`config.mk`:
```
export PLATFORM = sky130hd
export DESIGN_NAME = ro_puf_measure_ctrl_flat
export DESIGN_NICKNAME = d
export VERILOG_FILES = /design/src/rtl/ro_puf_measure_ctrl_if.sv /design/src/rtl/ro_puf_measure_ctrl.sv /design/src/flat_wrapper.sv
export SDC_FILE = /design/constraint.sdc
export NUM_CORES = 1
export LEC_CHECK = 0
export BUFFER_PORTS_ARGS = -buffer_cell sky130_fd_sc_hd__buf_2
export CORE_UTILIZATION = 58
export DETAILED_ROUTE_END_ITERATION = 8
export GPL_TIMING_DRIVEN = 1
export PLACE_DENSITY = 0.87
export SYNTH_ARGS = -nofsm -noshare
export SYNTH_HDL_FRONTEND = slang
export SYNTH_SLANG_ARGS = --single-unit
```
`constraint.sdc`:
```
create_clock -name clk -period 3.8 [get_ports clk]
set_input_delay 0.19 -clock clk [delete_from_list [all_inputs] [get_ports clk]]
set_output_delay 0.19 -clock clk [all_outputs]
set_load 0.02 [all_outputs]
```
`src/rtl/ro_puf_measure_ctrl_if.sv`:
```
// Bundle between the RO-PUF measurement sequencer, its counter pair and the readout.
// PUF_MARGIN_EN adds the per-bit unstable flags.
interface ro_puf_measure_ctrl_if #(
  parameter int NUM_BITS = 32,
  parameter int SEL_W    = 5
);
  logic                start;
  logic                busy;
  logic                done;
  logic                err;
  logic [NUM_BITS-1:0] resp;
  logic                resp_valid;
`ifdef PUF_MARGIN_EN
  logic [NUM_BITS-1:0] unstable;
`endif
  logic [SEL_W-1:0]    sel;
  logic                cnt_clr;
  logic                cnt_en;
  logic                clr_done_a;
  logic                clr_done_b;
  logic [31:0]         cnt_a;
  logic [31:0]         cnt_b;

`ifdef PUF_MARGIN_EN
  modport slave (
    input  start, clr_done_a, clr_done_b,
    input  cnt_a, cnt_b,
    output busy, done, err, resp, resp_valid,
    output unstable, sel, cnt_clr, cnt_en
  );
  modport master (
    output start, clr_done_a, clr_done_b,
    output cnt_a, cnt_b,
    input  busy, done, err, resp, resp_valid,
    input  unstable, sel, cnt_clr, cnt_en
  );
`else
  modport slave (
    input  start, clr_done_a, clr_done_b,
    input  cnt_a, cnt_b,
    output busy, done, err, resp, resp_valid,
    output sel, cnt_clr, cnt_en
  );
  modport master (
    output start, clr_done_a, clr_done_b,
    output cnt_a, cnt_b,
    input  busy, done, err, resp, resp_valid,
    input  sel, cnt_clr, cnt_en
  );
`endif
endinterface

```
`src/rtl/ro_puf_measure_ctrl.sv`:
```
// RO-PUF measurement sequencer: clear, gate, settle, compare per bit.
// Optional PUF_MARGIN_EN flags bits whose count difference is below MARGIN.
module ro_puf_measure_ctrl #(
  parameter int NUM_BITS    = 32,
  parameter int SEL_W       = 5,
  parameter int WINDOW      = 1024,
  parameter int SETTLE      = 4,
`ifdef PUF_MARGIN_EN
  parameter int MARGIN      = 8,
`endif
  parameter int CLR_TIMEOUT = 16
) (
  input logic                   clk,
  input logic                   rst,
  ro_puf_measure_ctrl_if.slave  bus_io
);

  localparam logic [2:0] S_IDLE   = 3'd0;
  localparam logic [2:0] S_CLEAR  = 3'd1;
  localparam logic [2:0] S_WAIT   = 3'd2;
  localparam logic [2:0] S_COUNT  = 3'd3;
  localparam logic [2:0] S_SETTLE = 3'd4;
  localparam logic [2:0] S_CMP    = 3'd5;
  localparam logic [2:0] S_DONE   = 3'd6;

  localparam int TM1  = (WINDOW > SETTLE) ? WINDOW : SETTLE;
  localparam int TMAX = (TM1 > CLR_TIMEOUT) ? TM1 : CLR_TIMEOUT;
  localparam int TW   = $clog2(TMAX + 1);

  logic [2:0]          state_q, state_d;
  logic [TW-1:0]       tmr_q, tmr_d;
  logic [SEL_W-1:0]    idx_q, idx_d;
  logic [NUM_BITS-1:0] resp_q, resp_d;
  logic                err_q, err_d;
  logic                rv_q, rv_d;
  logic                busy_q, done_q;
  logic                clr_q, en_q;
  logic                a_gt_b;

  assign a_gt_b = bus_io.cnt_a > bus_io.cnt_b;

`ifdef PUF_MARGIN_EN
  logic [NUM_BITS-1:0] unst_q, unst_d;
  logic [32:0]         diff;
  logic [32:0]         mag;
  logic                close;

  // 33-bit difference keeps the sign of cnt_a - cnt_b exact
  assign diff  = {1'b0, bus_io.cnt_a} - {1'b0, bus_io.cnt_b};
  assign mag   = diff[32] ? (~diff + 33'd1) : diff;
  assign close = mag < 33'(MARGIN);
`endif

  always_comb begin
    state_d = state_q;
    tmr_d   = tmr_q;
    idx_d   = idx_q;
    resp_d  = resp_q;
    err_d   = err_q;
    rv_d    = rv_q;
`ifdef PUF_MARGIN_EN
    unst_d  = unst_q;
`endif
    unique case (state_q)
      S_IDLE: begin
        if (bus_io.start) begin
          resp_d  = '0;
          err_d   = 1'b0;
          rv_d    = 1'b0;
          idx_d   = '0;
`ifdef PUF_MARGIN_EN
          unst_d  = '0;
`endif
          state_d = S_CLEAR;
        end
      end
      S_CLEAR: state_d = S_WAIT;
      S_WAIT: begin
        if (bus_io.clr_done_a && bus_io.clr_done_b) begin
          state_d = S_COUNT;
        end else if (tmr_q == TW'(CLR_TIMEOUT - 1)) begin
          err_d   = 1'b1;
          state_d = S_DONE;
        end else begin
          tmr_d = tmr_q + 1'b1;
        end
      end
      S_COUNT: begin
        if (tmr_q == TW'(WINDOW - 1)) state_d = S_SETTLE;
        else tmr_d = tmr_q + 1'b1;
      end
      S_SETTLE: begin
        if (tmr_q == TW'(SETTLE - 1)) state_d = S_CMP;
        else tmr_d = tmr_q + 1'b1;
      end
      S_CMP: begin
        resp_d[idx_q] = a_gt_b;
`ifdef PUF_MARGIN_EN
        unst_d[idx_q] = close;
`endif
        if (idx_q == SEL_W'(NUM_BITS - 1)) begin
          state_d = S_DONE;
        end else begin
          idx_d   = idx_q + 1'b1;
          state_d = S_CLEAR;
        end
      end
      S_DONE:  state_d = S_IDLE;
      default: state_d = S_IDLE;
    endcase
    // every state entry starts its timer from zero
    if (state_d != state_q) tmr_d = '0;
    if (state_d == S_DONE) rv_d = ~err_d;
  end

  always_ff @(posedge clk or posedge rst) begin
    if (rst) begin
      state_q <= S_IDLE;
      tmr_q   <= '0;
      idx_q   <= '0;
      resp_q  <= '0;
      err_q   <= 1'b0;
      rv_q    <= 1'b0;
      busy_q  <= 1'b0;
      done_q  <= 1'b0;
      clr_q   <= 1'b0;
      en_q    <= 1'b0;
    end else begin
      state_q <= state_d;
      tmr_q   <= tmr_d;
      idx_q   <= idx_d;
      resp_q  <= resp_d;
      err_q   <= err_d;
      rv_q    <= rv_d;
      busy_q  <= state_d != S_IDLE;
      done_q  <= state_d == S_DONE;
      clr_q   <= state_d == S_CLEAR;
      en_q    <= state_d == S_COUNT;
    end
  end

`ifdef PUF_MARGIN_EN
  always_ff @(posedge clk or posedge rst) begin
    if (rst) unst_q <= '0;
    else     unst_q <= unst_d;
  end
  assign bus_io.unstable = unst_q;
`endif

  assign bus_io.busy       = busy_q;
  assign bus_io.done       = done_q;
  assign bus_io.err        = err_q;
  assign bus_io.resp       = resp_q;
  assign bus_io.resp_valid = rv_q;
  assign bus_io.sel        = idx_q;
  assign bus_io.cnt_clr    = clr_q;
  assign bus_io.cnt_en     = en_q;

endmodule

```
`src/flat_wrapper.sv`:
```
// flat-port wrapper written by rule: the top's interface ports become plain ports
module ro_puf_measure_ctrl_flat 
#(
  parameter int NUM_BITS    = 32,
  parameter int SEL_W       = 5,
  parameter int WINDOW      = 1024,
  parameter int SETTLE      = 4,

  parameter int CLR_TIMEOUT = 16
)
  (clk, rst, bus_io_start, bus_io_clr_done_a, bus_io_clr_done_b, bus_io_cnt_a, bus_io_cnt_b, bus_io_busy, bus_io_done, bus_io_err, bus_io_resp, bus_io_resp_valid, bus_io_sel, bus_io_cnt_clr, bus_io_cnt_en);
  ro_puf_measure_ctrl_if #(.NUM_BITS(NUM_BITS), .SEL_W(SEL_W)) bus_io_i ();
  input logic clk;
  input logic rst;
  input wire logic [$bits(bus_io_i.start)-1:0] bus_io_start;
  input wire logic [$bits(bus_io_i.clr_done_a)-1:0] bus_io_clr_done_a;
  input wire logic [$bits(bus_io_i.clr_done_b)-1:0] bus_io_clr_done_b;
  input wire logic [$bits(bus_io_i.cnt_a)-1:0] bus_io_cnt_a;
  input wire logic [$bits(bus_io_i.cnt_b)-1:0] bus_io_cnt_b;
  output wire logic [$bits(bus_io_i.busy)-1:0] bus_io_busy;
  output wire logic [$bits(bus_io_i.done)-1:0] bus_io_done;
  output wire logic [$bits(bus_io_i.err)-1:0] bus_io_err;
  output wire logic [$bits(bus_io_i.resp)-1:0] bus_io_resp;
  output wire logic [$bits(bus_io_i.resp_valid)-1:0] bus_io_resp_valid;
  output wire logic [$bits(bus_io_i.sel)-1:0] bus_io_sel;
  output wire logic [$bits(bus_io_i.cnt_clr)-1:0] bus_io_cnt_clr;
  output wire logic [$bits(bus_io_i.cnt_en)-1:0] bus_io_cnt_en;
  assign bus_io_i.start = bus_io_start;
  assign bus_io_i.clr_done_a = bus_io_clr_done_a;
  assign bus_io_i.clr_done_b = bus_io_clr_done_b;
  assign bus_io_i.cnt_a = bus_io_cnt_a;
  assign bus_io_i.cnt_b = bus_io_cnt_b;
  assign bus_io_busy = bus_io_i.busy;
  assign bus_io_done = bus_io_i.done;
  assign bus_io_err = bus_io_i.err;
  assign bus_io_resp = bus_io_i.resp;
  assign bus_io_resp_valid = bus_io_i.resp_valid;
  assign bus_io_sel = bus_io_i.sel;
  assign bus_io_cnt_clr = bus_io_i.cnt_clr;
  assign bus_io_cnt_en = bus_io_i.cnt_en;
  ro_puf_measure_ctrl #(.NUM_BITS(NUM_BITS), .SEL_W(SEL_W), .WINDOW(WINDOW), .SETTLE(SETTLE), .CLR_TIMEOUT(CLR_TIMEOUT)) u_core (.clk(clk), .rst(rst), .bus_io(bus_io_i));
endmodule
```
# Word-level counts from Yosys, hierarchy flattened
# Cells that the tools add are included.
[totals]
ff_bits = 57
output_inout_bits = 43
[op_classes]
n_addsub = 2
order_cmp = 3
eq_ne = 19
n_mux = 28
bitwise = 1
n_reduce_logical = 12
[ops]
columns = ["cell", "count"]
rows = [
  ["case mux 32 bit (2 select lines)", 1],
  ["2-to-1 mux 11 bit", 5],
  ["case mux 11 bit (3 select lines)", 1],
  ["bitwise mux 32 bit", 1],
  ["greater-than comparator 32 bit", 1],
  ["2-to-1 mux 32 bit", 1],
  ["2-to-1 mux 3 bit", 6],
  ["case mux 3 bit (6 select lines)", 1],
  ["inequality test 3 bit, second input constant", 4],
  ["adder 11 x 1 -> 11 bit, second input constant", 1],
  ["== test 11 x 10 -> 1 bit, second input constant", 1],
  ["== test 11 x 2 -> 1 bit, second input constant", 1],
  ["== test 11 x 4 -> 1 bit, second input constant", 1],
  ["2-to-1 mux 5 bit", 2],
  ["case mux 5 bit (2 select lines)", 1],
  ["== test 3 x 2 -> 1 bit, second input constant", 3],
  ["== test 3 bit, second input constant", 3],
  ["2-to-1 mux 1 bit", 7],
  ["== test 3 x 1 -> 1 bit, second input constant", 2],
  ["< comparator 5 x 6 -> 1 bit, second input constant", 1],
  ["nonzero test 2 bit", 3],
  ["adder 5 x 1 -> 5 bit, second input constant", 1],
  ["demux 1 bit (select 5 bit)", 1],
  ["== test 5 bit, second input constant", 1],
  ["other kinds (12)", 15],
]

# Depth between registers and ports, before layout
# Gate-level depths: netlist of run 1.
[depth]
depth_word = 7
depth_mapped = 10

# Least setup slack after synthesis of run 1
# No wires, ideal clock.
[synth_path]
path_type = "register to register"
startpoint = "register u_core.idx_q[0] (netlist: u_core.bus_io.sel[0])"
endpoint = "register u_core.tmr_q[2]"
setup_ns = 0.148
arrival_ns = 2.183
t_required_ns = 3.652
path_slack_ns = 1.469
stages_incl_launch_ff = 11
path_cell_list = "dfrtp_1 -> ha_1 -> and3_1 -> ha_1 -> nor4bb_1 -> clkbuf_1 -> nor2_1 -> o41ai_1 -> a2111o_1 -> buf_6 -> a22oi_2"
[synth_between]
elab_chain_len = 6
elab_cells_between_ends = 11
cone_classes = "eq/ne (6); mux (3); reduce/logical (2)"
[synth_lines]
columns = ["item", "line", "source"]
rows = [
  ["start: declaration", "ro_puf_measure_ctrl.sv:32", "logic [SEL_W-1:0] idx_q, idx_d;"],
  ["start signal: assignment", "ro_puf_measure_ctrl.sv:131", "idx_q <= idx_d;"],
  ["== test 5 bit (*)", "ro_puf_measure_ctrl.sv:101", "if (idx_q == SEL_W'(NUM_BITS - 1)) begin"],
  ["2-to-1 mux 3 bit (*)", "ro_puf_measure_ctrl.sv:101", ""],
  ["case mux 3 bit (6 select lines) (*)", "ro_puf_measure_ctrl.sv:64", "unique case (state_q)"],
  ["inequality test 3 bit (*)", "ro_puf_measure_ctrl.sv:112", "if (state_d != state_q) tmr_d = '0;"],
  ["inequality test 3 bit (no line) or nonzero test 4 bit (tied branches)", "--", ""],
  ["AND reduction 5 bit (no line)", "--", ""],
  ["end signal: assignment", "ro_puf_measure_ctrl.sv:130", "tmr_q <= tmr_d;"],
  ["end: declaration", "ro_puf_measure_ctrl.sv:31", "logic [TW-1:0] tmr_q, tmr_d;"],
]
# Every way passes the cells marked *; elsewhere a longest branch is shown, timed or not.
# A chain may end at the register's enable or synchronous reset.

# Worst setup path after layout of run 1
[layout_path]
startpoint = "register u_core.idx_q[0] (netlist: u_core.bus_io.sel[0])"
endpoint = "register u_core.tmr_q[10]"
# The elaborated chain is that of the path after synthesis.

==> results of run 1 <==
## registers in the layout, indices dropped and copies added (netlist names)
register,count
u_core.bus_io.sel,5
u_core.bus_io.cnt_clr,1
u_core.tmr_q,11
u_core.bus_io.resp_valid,1
u_core.bus_io.busy,1
u_core.bus_io.done,1
u_core.bus_io.cnt_en,1
u_core.state_q,3
u_core.bus_io.err,1
u_core.bus_io.resp,32
## cells in the final DEF (no fill, tap or decap), types with 3 or more instances in the layout
cell      Yosys  layout
clkbuf_8      0      11
nand2_1      83      83
nor3b_1       3       3
nand3_1       9       9
a22oi_2       8       8
nor2_1       10      10
and3_1        8       8
o21ai_0      11      11
buf_2         3     111
nor2b_1       5       5
inv_1        39      38
mux2_2       32      32
o31ai_1       6       6
or4_1         5       5
clkinv_2      0       3
a21oi_1      48      48
and3b_1       3       3
buf_4         1       6
nand4_1       7       7
or3_1         8       8
nor4_1        3       3
ha_1         38      38
dfrtp_1      57      57
nor3_1       35      35
## report_power, final
part	internal, mW	total [mW]	switching, mW
sequential	0.697	0.801	0.104
clock	0.269	0.507	0.238
combinational	0.249	0.622	0.373
total	1.22	1.93	0.715
## final cells by class
cell class | count | area share (%)
flip-flops and latches | 57 | 28.7
clock buffers | 13 | 3.20
inverters | 39 | 2.95
repair buffers | 117 | 12.1
clock inverters | 3 | 0.303
well taps | 96 | 2.42
multi-input cells | 362 | 50.3
## cell families after synthesis
logic type / synth area share (%)
muxes: 9.10
and+or+nand+nor: 23.9
DFF: 34.1
adders and majority gates: 11.4
buffers and inverters: 6.55
xor gates and xnor gates: 0.628
AOI/OAI and AO/OA: 14.3
## final timing paths
check,slack [ns],depth (start not counted),to
max in group asynchronous,3.26,3,u_core.bus_io.resp[15]$_DFFE_PP0P_
min in group clk,0.33,3,u_core.bus_io.sel[3]$_DFFE_PP0P_
worst max-delay path,1.13,9,u_core.tmr_q[10]$_DFFE_PP0P_
worst min register to register,0.52,1,u_core.bus_io.err$_DFF_PP0_
worst max register to register,1.13,9,u_core.tmr_q[10]$_DFFE_PP0P_
worst min-delay path,0.05,3,u_core.bus_io.cnt_clr$_DFF_PP0_
## metrics by stage
step,std cells,hold WS [ns]
after floorplan,488,0.487
after global placement,671,0.422
after detailed placement,671,0.439
after CTS,687,0.0737
after global routing,687,0.132
final,687,0.0525
## worst reg2reg max path, cell delays in order, from the launching register on
cell and delay, ns:
dfrtp_1 0.45, ha_1 0.27, and3_1 0.20, ha_1 0.23, nor4bb_1 0.29, buf_4 0.20
nor2_1 0.06, o41ai_1 0.14, a2111o_1 0.52, a22oi_1 0.18
## layer usage
layer  share of wire, %  wire length [µm]  GRT usage, %  up-vias
li1                   -                 -             -     1928
met1                 39              4140          30.5     1853
met2                 51              5340          53.0      170
met3                7.1               747          6.35       27
met4                2.7               286          15.3        0
met5                  0                 0             0        -
==> metrics.yaml, run 1 <==
finish:
  fin_util_pct: 72.2
  fin_nets: 693
  final_cell_area_um2: 4960
  drive_above_1_share_pct: 30.6
  diodes: 0
  nFillCells: 531
  multi_input_area_um2: 2490
  areaGrowthSynthToFinish_pct: 18.7
  regArea_um2: 1430
cts:
  clk_path_buf_depth: 2
  postCtsSetupBuffers: 0
  cts_tree: "done"
  root_buffer: "clkbuf_8"
  path_clk_slew_ns: 0.07
  worstSkewPairLatency_ns: 0.34
  cts_buffers: 9
  cts_hold_buffers: 0
  post_cts_resized: 0
  clkSinkCount: 57
  h-tree-depth: 3
die:
  initial_core_util_pct: 60.9
  die_area_um2: 7550
  core_area_um2: 6870
  fp-row-count: 30
  boundaryPins: 112
  die_x_um: 86.9
  chipHeight_um: 86.9
global_routing:
  antenna_found_initial: 0
  grt_pass1_wl_um: 17000
  grt.overflow.total: 0
  grt_pass1_vias: 3965
  grt_usage_pct: 28.8
  grt_max_degree: 58
pwr:
  pwr_density_cell_nw_per_um2: 389
  finalPower_mw: 1.93
  p_leak_nw: 2.49
  vdd_drop_max_mv: 0.309
drt:
  detail-route-antenna-nets: 0
  drc_errors: 0
  vias_per_cell: 5.79
  drt_iter0_drc: 284
  wirelength_um: 10500
  drtPass1Iterations: 4
  wl_per_cell_um: 15.3
  vias: 3978
worst_setup_path:
  crit_path_end_kind: "flip-flop"
  arrival_ns: 2.87
  crit_path_start: "u_core.bus_io.sel[0]$_DFFE_PP0P_"
  reg2reg_from: "u_core.bus_io.sel[0]$_DFFE_PP0P_"
  crit_chain: "ha_1 > and3_1 > ha_1 > nor4bb_1 > buf_4 > nor2_1 > o41ai_1 > a2111o_1 > a22oi_1"
  setup.worst_path.class: "reg2reg"
  critical_path_required_ns: 3.99
  crit_path_frequent_cell: "ha_1"
  crit_buf_inv: 1
  slowest_delay_ns: 0.52
  start_kind: "flip-flop"
  crit_family: "compound AO/OA/AOI/OAI gates"
  slowest_stage: "a2111o_1"
  crit_fanout: 11
job:
  drv_cap: 0
place:
  numPortBuffers: 111
  place_hpwl_um: 7540
  placedInstanceArea_um2: 4790
  dpl_worst_slack_ns: 1.05
  gp_congestion: 0.896
synthesis:
  yosysUniqueCellTypes: 53
  synth_top_area_share_pct: 34.1
  synth-seq-cells: 57
  yosysWarnings: 0
  synth_area_per_cell_um2: 8.57
  yosysSeqAreaShare_pct: 34.1
  syn_nets: 595
  async_flop_share_pct: 100
  yosysMostFrequentCell: "nand2_1"
  synth_area_leaders: "dfrtp_1 (34%), ha_1 (11%), mux2_2 (8.6%)"
  synthTopCellsByCount: "nand2_1 (83), dfrtp_1 (57), a21oi_1 (48)"
  yosysTopAreaCell: "dfrtp_1"
  synth_edf_count: 0
  ys.flop_type: "dfrtp_1"
  netlist_area_um2: 4180
  netlist_instances: 488
timing:
  rsz0062_at_grt: "no"
  setup_ws_ns: 1.13
  hold_viol_final: 0
  setup_tns_ns: 0
  min_period_ns: 2.67
  slew_violations: 0
  setup_violations: 0
  fin_crit_sh_pct: 70.3
  max_freq_mhz: 374
  finalClockSkew_ns: 0.0102
  slew_headroom_pct: 19.1
  worst_pin_slew_ns: 1.21
min_path:
  hp-class: "in2async"
run_status:
  status: "complete, no violations"
Power figures use the tool's default switching activity.
==> inputs of run 2 (changes only) <==
--- a/config.mk
+++ b/config.mk
@@ -5,11 +5,12 @@
 export SDC_FILE = /design/constraint.sdc
 export NUM_CORES = 1
 export LEC_CHECK = 0
+export ABC_AREA = 1
 export BUFFER_PORTS_ARGS = -buffer_cell sky130_fd_sc_hd__buf_2
-export CORE_UTILIZATION = 58
+export CORE_UTILIZATION = 48
 export DETAILED_ROUTE_END_ITERATION = 8
 export GPL_TIMING_DRIVEN = 1
-export PLACE_DENSITY = 0.87
+export PLACE_DENSITY = 0.78
 export SYNTH_ARGS = -nofsm -noshare
 export SYNTH_HDL_FRONTEND = slang
 export SYNTH_SLANG_ARGS = --single-unit
==> constraint.sdc (replaced) <==
create_clock -name clk -period 2.3 [get_ports clk]
set_input_delay 0.115 -clock clk [delete_from_list [all_inputs] [get_ports clk]]
set_output_delay 0.115 -clock clk [all_outputs]
set_load 0.02 [all_outputs]
==> run 2 against run 1 <==
Net effect:
- highest routed layer unchanged
- hold slack gained 0.058 ns
- sequential power grew 40%
- clock-buffer cell count decreased by 2
- cell area down 4.2%
==> metrics.yaml, run 2 <==
run_status:
  status: "complete, no violations"
finish:
  final_cell_area_um2: 4750  # -4.2%
  largest_register_ffs: 32  # unchanged
  diodes: 0  # unchanged
  fin_util_pct: 61.5  # -11 points
  regArea_um2: 1430  # unchanged
  areaGrowthSynthToFinish_pct: 23.5
  multi_input_area_um2: 2110  # -15%
  layout_commonest_cell: "buf_2"
  stdcell_count: 726  # +5.7%
  fin_nets: 726  # +4.8%
  drive_above_1_share_pct: 24.2  # -6.4 points
  mostFrequentLayoutCells: "buf_2 (111), nand2_1 (92), nor2_1 (70)"
  nFillCells: 673  # +27%
worst_setup_path:
  slowest_stage: "dfrtp_1"
  start_kind: "flip-flop"
  crit_family: "simple AND/OR/NAND/NOR gates"
  arrival_ns: 2.40  # -0.47 ns
  slowest_delay_ns: 0.43  # -0.09 ns
  critical_path_required_ns: 2.56  # -1.43 ns
  setup.worst_path.class: "reg2reg"
  crit_fanout: 8  # -3
  crit_buf_inv: 0  # -1
  crit_chain: "ha_1 > nand2_1 > nor2_1 > ha_1 > o211ai_1 > nand3_2 > nand2_1 > nand4_4 > nor2_1"
  crit_path_end_kind: "flip-flop"
synthesis:
  synth_top_area_share_pct: 37.1  # +2.9 points
  yosysTopAreaCell: "dfrtp_1"
  synthAdderAreaFrac_pct: 12.4  # +0.98 points
  synth-simple-area-share_pct: 34.2  # +10 points
  ys.flop_type: "dfrtp_1"
  synth_top_family_by_area: "simple AND/OR/NAND/NOR gates"
  netlist_area_um2: 3850  # -8.0%
  yosysUniqueCellTypes: 29  # -45%
  synth_area_per_cell_um2: 7.67  # -11%
  synth-seq-cells: 57  # unchanged
  netlist_instances: 502  # +2.9%
  yosysSeqAreaShare_pct: 37.1  # +2.9 points
  synth_compound_gate_area_share_pct: 6.92  # -7.4 points
  synth_area_leaders: "dfrtp_1 (37%), ha_1 (12%), nand2_1 (9.0%)"
  synthTopCellsByCount: "nand2_1 (92), nor2_1 (70), inv_1 (65)"
  yosysMostFrequentCell: "nand2_1"
  yosysWarnings: 0  # unchanged
  async_flop_share_pct: 100  # unchanged
  synth_edf_count: 0  # unchanged
  syn_nets: 609  # +2.4%
  synth_xor_area_share_pct: 1.14  # +0.51 points
  synthMuxAreaShare_pct: 0  # -9.1 points
drt:
  drt_iter0_drc: 203  # -29%
  vias_per_cell: 5.16  # -11%
  wirelength_um: 9310  # -11%
  detail-route-antenna-nets: 0  # unchanged
  vias: 3745  # -5.9%
  wl_per_cell_um: 12.8  # -16%
  drc_errors: 0  # unchanged
  drtPass1Iterations: 5  # +1
cts:
  clkSinkCount: 57  # unchanged
  cts_tree: "done"
  root_buffer: "clkbuf_8"
  worstSkewPairLatency_ns: 0.34  # about the same
  path_clk_slew_ns: 0.07  # about the same
  clk_path_buf_depth: 2  # unchanged
  h-tree-depth: 3  # unchanged
  cts_buffers: 9  # unchanged
  postCtsSetupBuffers: 0  # unchanged
global_routing:
  grt_pass1_wl_um: 15900  # -6.2%
  grt_max_degree: 34  # -41%
  grt_pass1_vias: 3651  # -7.9%
  grt.overflow.total: 0  # unchanged
  grt_usage_pct: 23.6  # -5.2 points
  antenna_found_initial: 0  # unchanged
timing:
  max_freq_mhz: 469  # +25%
  fin_crit_sh_pct: 92.7  # +22 points
  slew_violations: 0  # unchanged
  setup_violations: 0  # unchanged
  rsz0062_at_grt: "no"
  slew_headroom_pct: 65.6  # +47 points
  setup_tns_ns: 0  # unchanged
  hold_viol_final: 0  # unchanged
  worst_pin_slew_ns: 0.512  # -0.701 ns
  finalClockSkew_ns: 0.00907  # -0.00118 ns
  min_period_ns: 2.13  # -0.538 ns
die:
  initial_core_util_pct: 49.8  # -11 points
  chipHeight_um: 91.5  # +5.3%
  core_area_um2: 7730  # +12%
  die_area_um2: 8380  # +11%
  die_x_um: 91.5  # +5.3%
  boundaryPins: 112  # unchanged
  fp-row-count: 32  # +6.7%
place:
  place_inst: 709  # +5.7%
  numPortBuffers: 111  # unchanged
  placedInstanceArea_um2: 4520  # -5.6%
  place_hpwl_um: 7010  # -7.0%
  gp_congestion: 0.868  # -3.1%
job:
  drv_cap: 0  # unchanged
min_path:
  hp-class: "in2reg"
pwr:
  p_leak_nw: 2.70  # +8.4%
  vdd_drop_max_mv: 0.494  # +60%
  pwr_density_cell_nw_per_um2: 632  # +62%
[run 2: cell count changes in the layout (fill, tap and decap cells not counted), sizes merged, moves of 27 or more]
cell,delta
nand3b,+30
a21oi,-27
mux2,-32
nor2,+62
nand3,+45
inv,+28
[run 2: through the flow]
step	total power [mW]	worst slack, ns	hold WS [ns]
3_5_place_dp	1.97	0.224	0.129
5_1_grt	3.17	0.0176	0.126
2_1_floorplan	1.74	0.383	0.288
3_3_place_gp	1.94	0.349	0.123
6_report	3.01	0.167	0.110
4_1_cts	3.01	0.185	0.0989
[run 2: worst paths after layout]
path                                             startpoint                          endpoint  slack [ns]  cells past startpoint
min                                            bus_io_start       u_core.tmr_q[9]$_DFFE_PP0P_        0.11                      4
min reg2reg                     u_core.bus_io.err$_DFF_PP0_       u_core.bus_io.err$_DFF_PP0_        0.50                      2
max                        u_core.bus_io.sel[0]$_DFFE_PP0P_       u_core.tmr_q[8]$_DFFE_PP0P_        0.17                      9
min in group asynchronous                               rst  u_core.bus_io.sel[1]$_DFFE_PP0P_        0.32                      3
max reg2reg                u_core.bus_io.sel[0]$_DFFE_PP0P_       u_core.tmr_q[8]$_DFFE_PP0P_        0.17                      9
max in group asynchronous                               rst       u_core.tmr_q[4]$_DFFE_PP0P_        1.34                      4
[run 2: cell type report]
class | instances | area share [%]
clock buffers | 11 | 2.97
clock inverters | 5 | 1.66
inverters | 68 | 5.37
multi-input cells | 366 | 44.4
flip-flops and latches | 57 | 30.0
well taps | 102 | 2.68
repair buffers | 117 | 13.0
[run 2: worst register-to-register path, stage by stage (launching register included)]
cell	delay, ns
dfrtp_1	0.43
ha_1	0.26
nand2_1	0.10
nor2_1	0.05
ha_1	0.26
o211ai_1	0.29
nand3_2	0.15
nand2_1	0.16
nand4_4	0.19
nor2_1	0.17
[run 2: routing by layer]
layer | vias to the layer above | global-route usage (%) | part of all wire (%)
met5 | - | 0 | 0
met1 | 1743 | 28.1 | 43
met2 | 100 | 41.9 | 51
li1 | 1883 | - | -
met3 | 19 | 4.94 | 4.0
met4 | 0 | 7.67 | 1.9
[run 2: kinds of logic (layout without fill, tap and decap cells)]
kind of cell               Yosys count  after routing
and+or+nand+nor                    277            277
buffers and inverters               79            201
DFF                                 57             57
AOI/OAI and AO/OA                   46             46
adders and majority gates           38             38
xor gates and xnor gates             5              5
[run 2: power breakdown]
group	total, mW	switching, mW	internal (mW)	leakage (nW)
Sequential	1.12	0.0561	1.07	0.784
Combinational	0.837	0.556	0.280	1.80
Clock	1.04	0.407	0.638	0.113
Total	3.01	1.02	1.99	2.70
[run 2: timing repair]
action	4_1_cts	5_1_grt
hold buffers	1	0
endpoints found under the setup margin	0	2
gates resized for setup	0	1
endpoints found under the hold margin	16	0
